$ cat src/rtl/uart_rx.sv
// -----------------------------------------------------------------------------
// uart_rx : 8N1 serial receiver with valid/ack holding register.
//
// Oversamples the idle-high serial line at CLKS_PER_BIT clocks per bit,
// re-centres on the start bit and captures 8 data bits LSB first plus the
// stop bit. The received byte is held in a holding register until the
// consumer acknowledges it. Framing errors and overruns are reported
// through sticky flags.
//
// Ports
//   clk       : rising-edge clock for all logic
//   reset     : synchronous active-low reset
//   pin       : serial line, idle high, asynchronous to clk
//   rx_en     : 1 = new start bits may be detected; 0 aborts a frame
//   ack       : consumer accepts data, clears valid
//   clr_err   : clears frame_err and overrun
//   data      : last received byte
//   valid     : data holds an unread byte
//   frame_err : sticky, stop bit sampled low
//   overrun   : sticky, byte completed while an unread byte was held
//   busy      : receiver is not idle
//
// state     | meaning
// ----------+--------------------------------------------------------------
// S_IDLE    | line idle, waiting for rxs=0 while rx_en=1
// S_START   | timing to mid start bit to reject glitches
// S_DATA    | sampling 8 data bits at mid-bit
// S_STOP    | sampling the stop bit, loading the holding register
// S_WAIT_HIGH | after a framing error, wait for the line to return high
// -----------------------------------------------------------------------------
module uart_rx #(
   parameter int CLKS_PER_BIT = 16
) (
   input  logic       clk,
   input  logic       reset,
   input  logic       pin,
   input  logic       rx_en,
   input  logic       ack,
   input  logic       clr_err,
   output logic [7:0] data,
   output logic       valid,
   output logic       frame_err,
   output logic       overrun,
   output logic       busy
);

   localparam int CW = $clog2(CLKS_PER_BIT);
   localparam logic [CW-1:0] HALF_TC = CW'(CLKS_PER_BIT / 2 - 1);
   localparam logic [CW-1:0] FULL_TC = CW'(CLKS_PER_BIT - 1);

   typedef enum logic [2:0] {
      S_IDLE,
      S_START,
      S_DATA,
      S_STOP,
      S_WAIT_HIGH
   } state_t;

   state_t          r_state;
   logic            r_sync1;
   logic            r_sync2;
   logic [CW-1:0]   r_clk_cnt;
   logic [3:0]      r_bit_idx;
   logic [7:0]      r_shift;
   logic [7:0]      r_data;
   logic            r_valid;
   logic            r_frame_err;
   logic            r_overrun;
   logic            w_rxs;

   assign w_rxs = r_sync2;

   always_ff @(posedge clk) begin
      if (!reset) begin
         r_state     <= S_IDLE;
         r_sync1     <= 1'b1;
         r_sync2     <= 1'b1;
         r_clk_cnt   <= '0;
         r_bit_idx   <= '0;
         r_shift     <= '0;
         r_data      <= 8'h00;
         r_valid     <= 1'b0;
         r_frame_err <= 1'b0;
         r_overrun   <= 1'b0;
      end else begin
         r_sync1 <= pin;
         r_sync2 <= r_sync1;

         // Clears first; any load or flag set below overrides them.
         if (ack)
            r_valid <= 1'b0;
         if (clr_err) begin
            r_frame_err <= 1'b0;
            r_overrun   <= 1'b0;
         end

         case (r_state)
            S_IDLE: begin
               if (rx_en && !w_rxs) begin
                  r_state   <= S_START;
                  r_clk_cnt <= '0;
               end
            end

            S_START: begin
               if (!rx_en) begin
                  r_state <= S_IDLE;
               end else if (r_clk_cnt == HALF_TC) begin
                  if (!w_rxs) begin
                     r_state   <= S_DATA;
                     r_clk_cnt <= '0;
                     r_bit_idx <= '0;
                  end else begin
                     r_state <= S_IDLE;
                  end
               end else begin
                  r_clk_cnt <= r_clk_cnt + CW'(1);
               end
            end

            S_DATA: begin
               if (!rx_en) begin
                  r_state <= S_IDLE;
               end else if (r_clk_cnt == FULL_TC) begin
                  r_shift[r_bit_idx[2:0]] <= w_rxs;
                  r_clk_cnt <= '0;
                  if (r_bit_idx != 4'd8)
                     r_bit_idx <= r_bit_idx + 4'd1;
                  if (r_bit_idx == 4'd7)
                     r_state <= S_STOP;
               end else begin
                  r_clk_cnt <= r_clk_cnt + CW'(1);
               end
            end

            S_STOP: begin
               if (!rx_en) begin
                  r_state <= S_IDLE;
               end else if (r_clk_cnt == FULL_TC) begin
                  if (w_rxs) begin
                     // An ack in the same cycle frees the holding register.
                     if (!r_valid || ack) begin
                        r_data  <= r_shift;
                        r_valid <= 1'b1;
                     end else begin
                        r_overrun <= 1'b1;
                     end
                     r_state <= S_IDLE;
                  end else begin
                     r_frame_err <= 1'b1;
                     r_state     <= S_WAIT_HIGH;
                  end
               end else begin
                  r_clk_cnt <= r_clk_cnt + CW'(1);
               end
            end

            S_WAIT_HIGH: begin
               // A held-low line (break) must not look like a new start bit.
               if (w_rxs)
                  r_state <= S_IDLE;
            end

            default: r_state <= S_IDLE;
         endcase
      end
   end

   assign data      = r_data;
   assign valid     = r_valid;
   assign frame_err = r_frame_err;
   assign overrun   = r_overrun;
   assign busy      = (r_state != S_IDLE);

endmodule
$ cat config.mk
export PLATFORM = sky130hd
export DESIGN_NAME = uart_rx
export DESIGN_NICKNAME = d
export VERILOG_FILES = /design/src/rtl/uart_rx.sv
export SDC_FILE = /design/constraint.sdc
export NUM_CORES = 1
export LEC_CHECK = 0
export ABC_AREA = 0
export CORE_ASPECT_RATIO = 0.75
export CORE_MARGIN = 2
export CORE_UTILIZATION = 59
export CTS_BUF_LIST = sky130_fd_sc_hd__clkbuf_16
export DETAILED_ROUTE_END_ITERATION = 6
export PLACE_DENSITY = 0.92
export SLEW_MARGIN = 20
export SYNTH_ARGS = -nofsm -noshare
export SYNTH_HDL_FRONTEND = slang
export SYNTH_SLANG_ARGS = --single-unit
$ cat constraint.sdc
create_clock -name clk -period 3.7 [get_ports clk]
set_input_delay 0.74 -clock clk [delete_from_list [all_inputs] [get_ports clk]]
set_output_delay 0.74 -clock clk [all_outputs]
set_load 0.05 [all_outputs]
-- Word level (Yosys, flattened, before mapping)
Index checks and enable logic that the tools add are counted.
- register bits: 32
- output and inout port bits: 12
- logic and storage cells: 98
- $add $sub $neg: 2
- order comparisons: 2
- equal/unequal tests: 23
- muxes and demuxes: 47
- reduce and logical (&&, ||, !) cells: 14
- operators with widths (kind ; count):
    $mux W4 ; 13
    $mux W3 ; 10
    $ne A2 B2 Y1 const B ; 10
    $mux W1 ; 18
    $pmux W4 S4 ; 1
    $ne A3 B3 Y1 const B ; 5
    $pmux W3 S5 ; 1
    $reduce_and A7 Y1 ; 2
    $add A4 B1 Y4 const B ; 2
    $bwmux W8 ; 1
    $eq A4 B3 Y1 const B ; 2
    $pmux W4 S2 ; 1
    $eq A3 B2 Y1 const B ; 2
    $reduce_and A6 Y1 ; 1
    $reduce_and A5 Y1 ; 1
    $eq A4 B4 Y1 const B ; 1
    $lt A3 B4 Y1 const B ; 1
    $ne A4 B4 Y1 const B ; 1
    $reduce_bool A4 Y1 ; 1
    $demux W1 S3 ; 1
    $eq A3 B1 Y1 const B ; 1
    $eq A3 B3 Y1 const B ; 1
    $ge A3 B1 Y1 const B ; 1
    $logic_not A3 Y1 ; 1
    other kinds (7) ; 9

-- Depth between registers and ports, before layout
- word-level depth: 7
- mapped depth: 7

-- Worst setup path before layout
OpenSTA, ideal clock, no wires.
- path type: flip-flop to output port
- from: register r_state[1]
- to: output port busy
- arrival time: 1.037 ns
- setup slack: 1.923 ns
- stages on the path, launching flop included: 3
- path buffers: 1
- cells stage by stage: dfxtp_1 > buf_2 > or3_1
- longest elaborated chain between the ends: 1
- RTL lines (element ; RTL line ; text):
    start: declaration ; 59 ; state_t r_state;
    start signal: assignment ; 75 ; r_state <= S_IDLE;
    start signal: assignment ; 100 ; r_state <= S_START;
    start signal: assignment ; 107 ; r_state <= S_IDLE;
    $reduce_bool A3 Y1 ; 173 ; assign busy = (r_state != S_IDLE);
    end: declaration ; 44 ; output logic busy
Every way passes these cells.

-- Worst setup path in the final report
Ends and elaborated chain as after synthesis.

==> summary.md <==
| Metric | Value |
|---|---|
| Die height | `49.1 µm` |
| WHS | `0.405 ns` |
| Status | `complete, no violations` |
| Pin slew with the least headroom to its limit | `0.785 ns` |
| Period utilization | `71.0%` |
| Synth Register Bits | `32` |
| Pin count of the biggest net entering global routing | `26` |
| Worst slew margin | `47.5%` |
| Total routed wirelength | `3.36 mm` |
| Placed Instances | `230` |
| Antenna-violating nets left | `0` |
| Clock root buffer | `clkbuf_16` |
| Layout cells sized above 1 | `7.96%` |
| Clk_skew | `0.00174 ns` |
| Clock transition at path regs | `0.05 ns` |
| Setup Fix Bufs, Post-CTS | `0` |
| CP startpoint kind | `register` |
| Synth cell types | `45` |
| Grt ovf | `0` |
| Synthesis-to-layout area growth | `19.3%` |
| Fin crit period | `2.63 ns` |
| GRT Overall Usage | `22.7%` |
| CTS max path bufs | `2` |
| Hold buffers post-CTS | `0` |
| Vias per cell | `5.82` |
| CTS tree | `built` |
| Synthesized area per cell | `8.63 µm²` |
| Starting Density | `61.8%` |
| Register area share after synthesis | `40.1%` |
| Vias in the first global route | `1,302` |
| Mapped cell area | `1600 µm²` |
| Wire length on met2 | `1.56 mm` |
| Initial antenna violation count | `0` |
| H-tree levels | `2` |
| Die Width | `64.1 µm` |
| Clk sinks | `32` |
| Rows | `16` |
| Diodes inserted | `0` |
| First DRT Iteration DRCs | `58` |
| Post-DP HPWL | `2.44 mm` |
| Warnings from Yosys | `0` |
| Cell Count, Final, Fillers Out | `237` |
| Final Hold Vio Count | `0` |
| Pwr/cell area | `391 nW/µm²` |
| Final-report max-slew violation count | `0` |
| First-pass GRT wire length | `5.60 mm` |
| DRT met1 WL | `1.53 mm` |
| Core footprint | `2580 µm²` |
| CTS buffer count | `5` |
| Drt pass-1 iters | `4` |
| CTS resizes | `0` |
| Crit path DAT | `1.89 ns` |
| Max Fanout on Critical Path | `16` |
| Crit Path Category | `register to output port` |
| Worst-skew pair later-pin latency | `0.27 ns` |
| Die area | `3140 µm²` |
| MaxCap Viol Count | `0` |
| Placer's final routability congestion estimate | `0.880` |
| CP Capture Type | `output port` |
| Top-Level Pins | `18` |
| VDD IR-drop max | `0.346 mV` |
| F_max | `381 MHz` |
| Port Buffer Count | `17` |
| DR WL met3 | `234 µm` |
| # DRC | `0` |
| Final setup TNS | `0 ns` |
| P_leak | `0.000660 µW` |
| Fillers | `172` |
| Hold Path Class | `register to register` |
| # setup viols final | `0` |
| Mean routed wirelength per cell | `14.2 µm` |
| Via count | `1,379` |
| WP data required | `2.96 ns` |
| Synthesized Nets | `194` |
| Syn Inst Count | `185` |
| RSZ-0062 raised after global routing | `false` |
| Final #Nets | `210` |
| Max layer used | `met4` |
| Fin util | `73.7%` |
routing by layer:
layer / GRT usage [%] / vias up
met2: 38.4 / 61
met5: 0 / -
met4: 6.88 / 0
met3: 5.77 / 6
li1: - / 678
met1: 28.4 / 634
area by class of cell:
type,count,area (µm²),share of cell area (%)
Multi-Input combinational cell,137,882,46.3
Sequential cell,32,641,33.6
Timing Repair Buffer,18,178,9.33
Clock buffer,5,125,6.57
Tap cell,36,45.0,2.37
Inverter,7,26.3,1.38
Clock inverter,2,7.51,0.394
logic make-up after synthesis:
family,synth area share (%)
DFF,40.1
and+or+nand+nor,30.5
adders and majority gates,2.35
xor gates and xnor gates,0.549
AOI/OAI and AO/OA,13.1
buffers and inverters,4.62
muxes,8.78
power breakdown:
group / switching [µW] / internal, µW / total [µW]
logic: 17.6 / 12.9 / 30.5
registers: 2.43 / 347 / 349
clock network: 125 / 239 / 365
total: 145 / 599 / 745
state kept, by name (all words and copies together) (netlist names):
register / cells
valid: 1
overrun: 1
frame_err: 1
r_shift: 8
data: 8
r_bit_idx: 4
r_sync1: 1
r_sync2: 1
r_clk_cnt: 4
r_state: 3
through the flow:
step | cell area [µm²] | worst slack [ns] | total power, µW
2_1_floorplan | 1600 | 1.92 | 376
3_3_place_gp | 1770 | 1.27 | 385
4_1_cts | 1900 | 1.07 | 750
3_5_place_dp | 1770 | 1.07 | 386
5_1_grt | 1900 | 0.982 | 768
6_report | 1900 | 1.07 | 745
cells in the mapped netlist (all sizes together):
master	number	area, µm²
a21boi	4	30.0
a21oi	3	15.0
a2bb2oi	1	15.0
a31oi	1	12.5
a32o	2	20.0
and2	3	18.8
and3	2	12.5
and3b	2	17.5
and4b	1	13.8
buf	4	28.8
clkbuf	5	18.8
dfxtp	32	641
ha	3	37.5
inv	7	26.3
mux2i	14	140
nand2	32	120
nand2b	5	31.3
nand3	15	80.1
nand3b	2	15.0
nand4b	1	8.76
nand4bb	1	16.3
nor2	6	25.0
nor2b	4	27.5
nor3	8	45.0
nor3b	1	7.51
nor4b	1	8.76
o211ai	1	7.51
o21ai	11	58.8
o21bai	1	7.51
o22ai	4	25.0
o31ai	1	7.51
o32a	1	10.0
or3	4	30.0
or3b	1	8.76
xor2	1	8.76
path summary, 6_finish.rpt:
check,slack [ns],start,depth (start not counted),end
worst max-delay path,1.07,r_state[1],2,busy
worst min-delay path,0.40,r_sync1,1,r_sync2
worst min register to register,0.40,r_sync1,1,r_sync2
worst max register to register,1.53,r_clk_cnt[0],6,data[2]
cell usage in the layout (no fill, tap or decap), types with 2 or more instances in the layout:
| cell | instances |
|---|---|
| nor2b_1 | 3 |
| and3_1 | 2 |
| clkbuf_16 | 5 |
| nand3b_1 | 2 |
| nor3_1 | 7 |
| ha_1 | 3 |
| nor2_1 | 5 |
| dfxtp_1 | 32 |
| clkinv_1 | 2 |
| or3_1 | 3 |
| a21oi_1 | 3 |
| o21ai_0 | 5 |
| nand2b_1 | 5 |
| clkdlybuf4s50_1 | 17 |
| and2_1 | 3 |
| mux2i_1 | 14 |
| a32o_1 | 2 |
| inv_1 | 7 |
| nand2_1 | 32 |
| a21boi_1 | 3 |
| nand3_1 | 14 |
| and3b_1 | 2 |
| o21ai_1 | 5 |
| o22ai_1 | 4 |
critical path: stages (launching register included):
cell and delay [ns]:
dfxtp_1 0.65, or3_1 0.18, clkdlybuf4s50_1 0.79
Note: power is estimated with default switching activity, not from simulation.
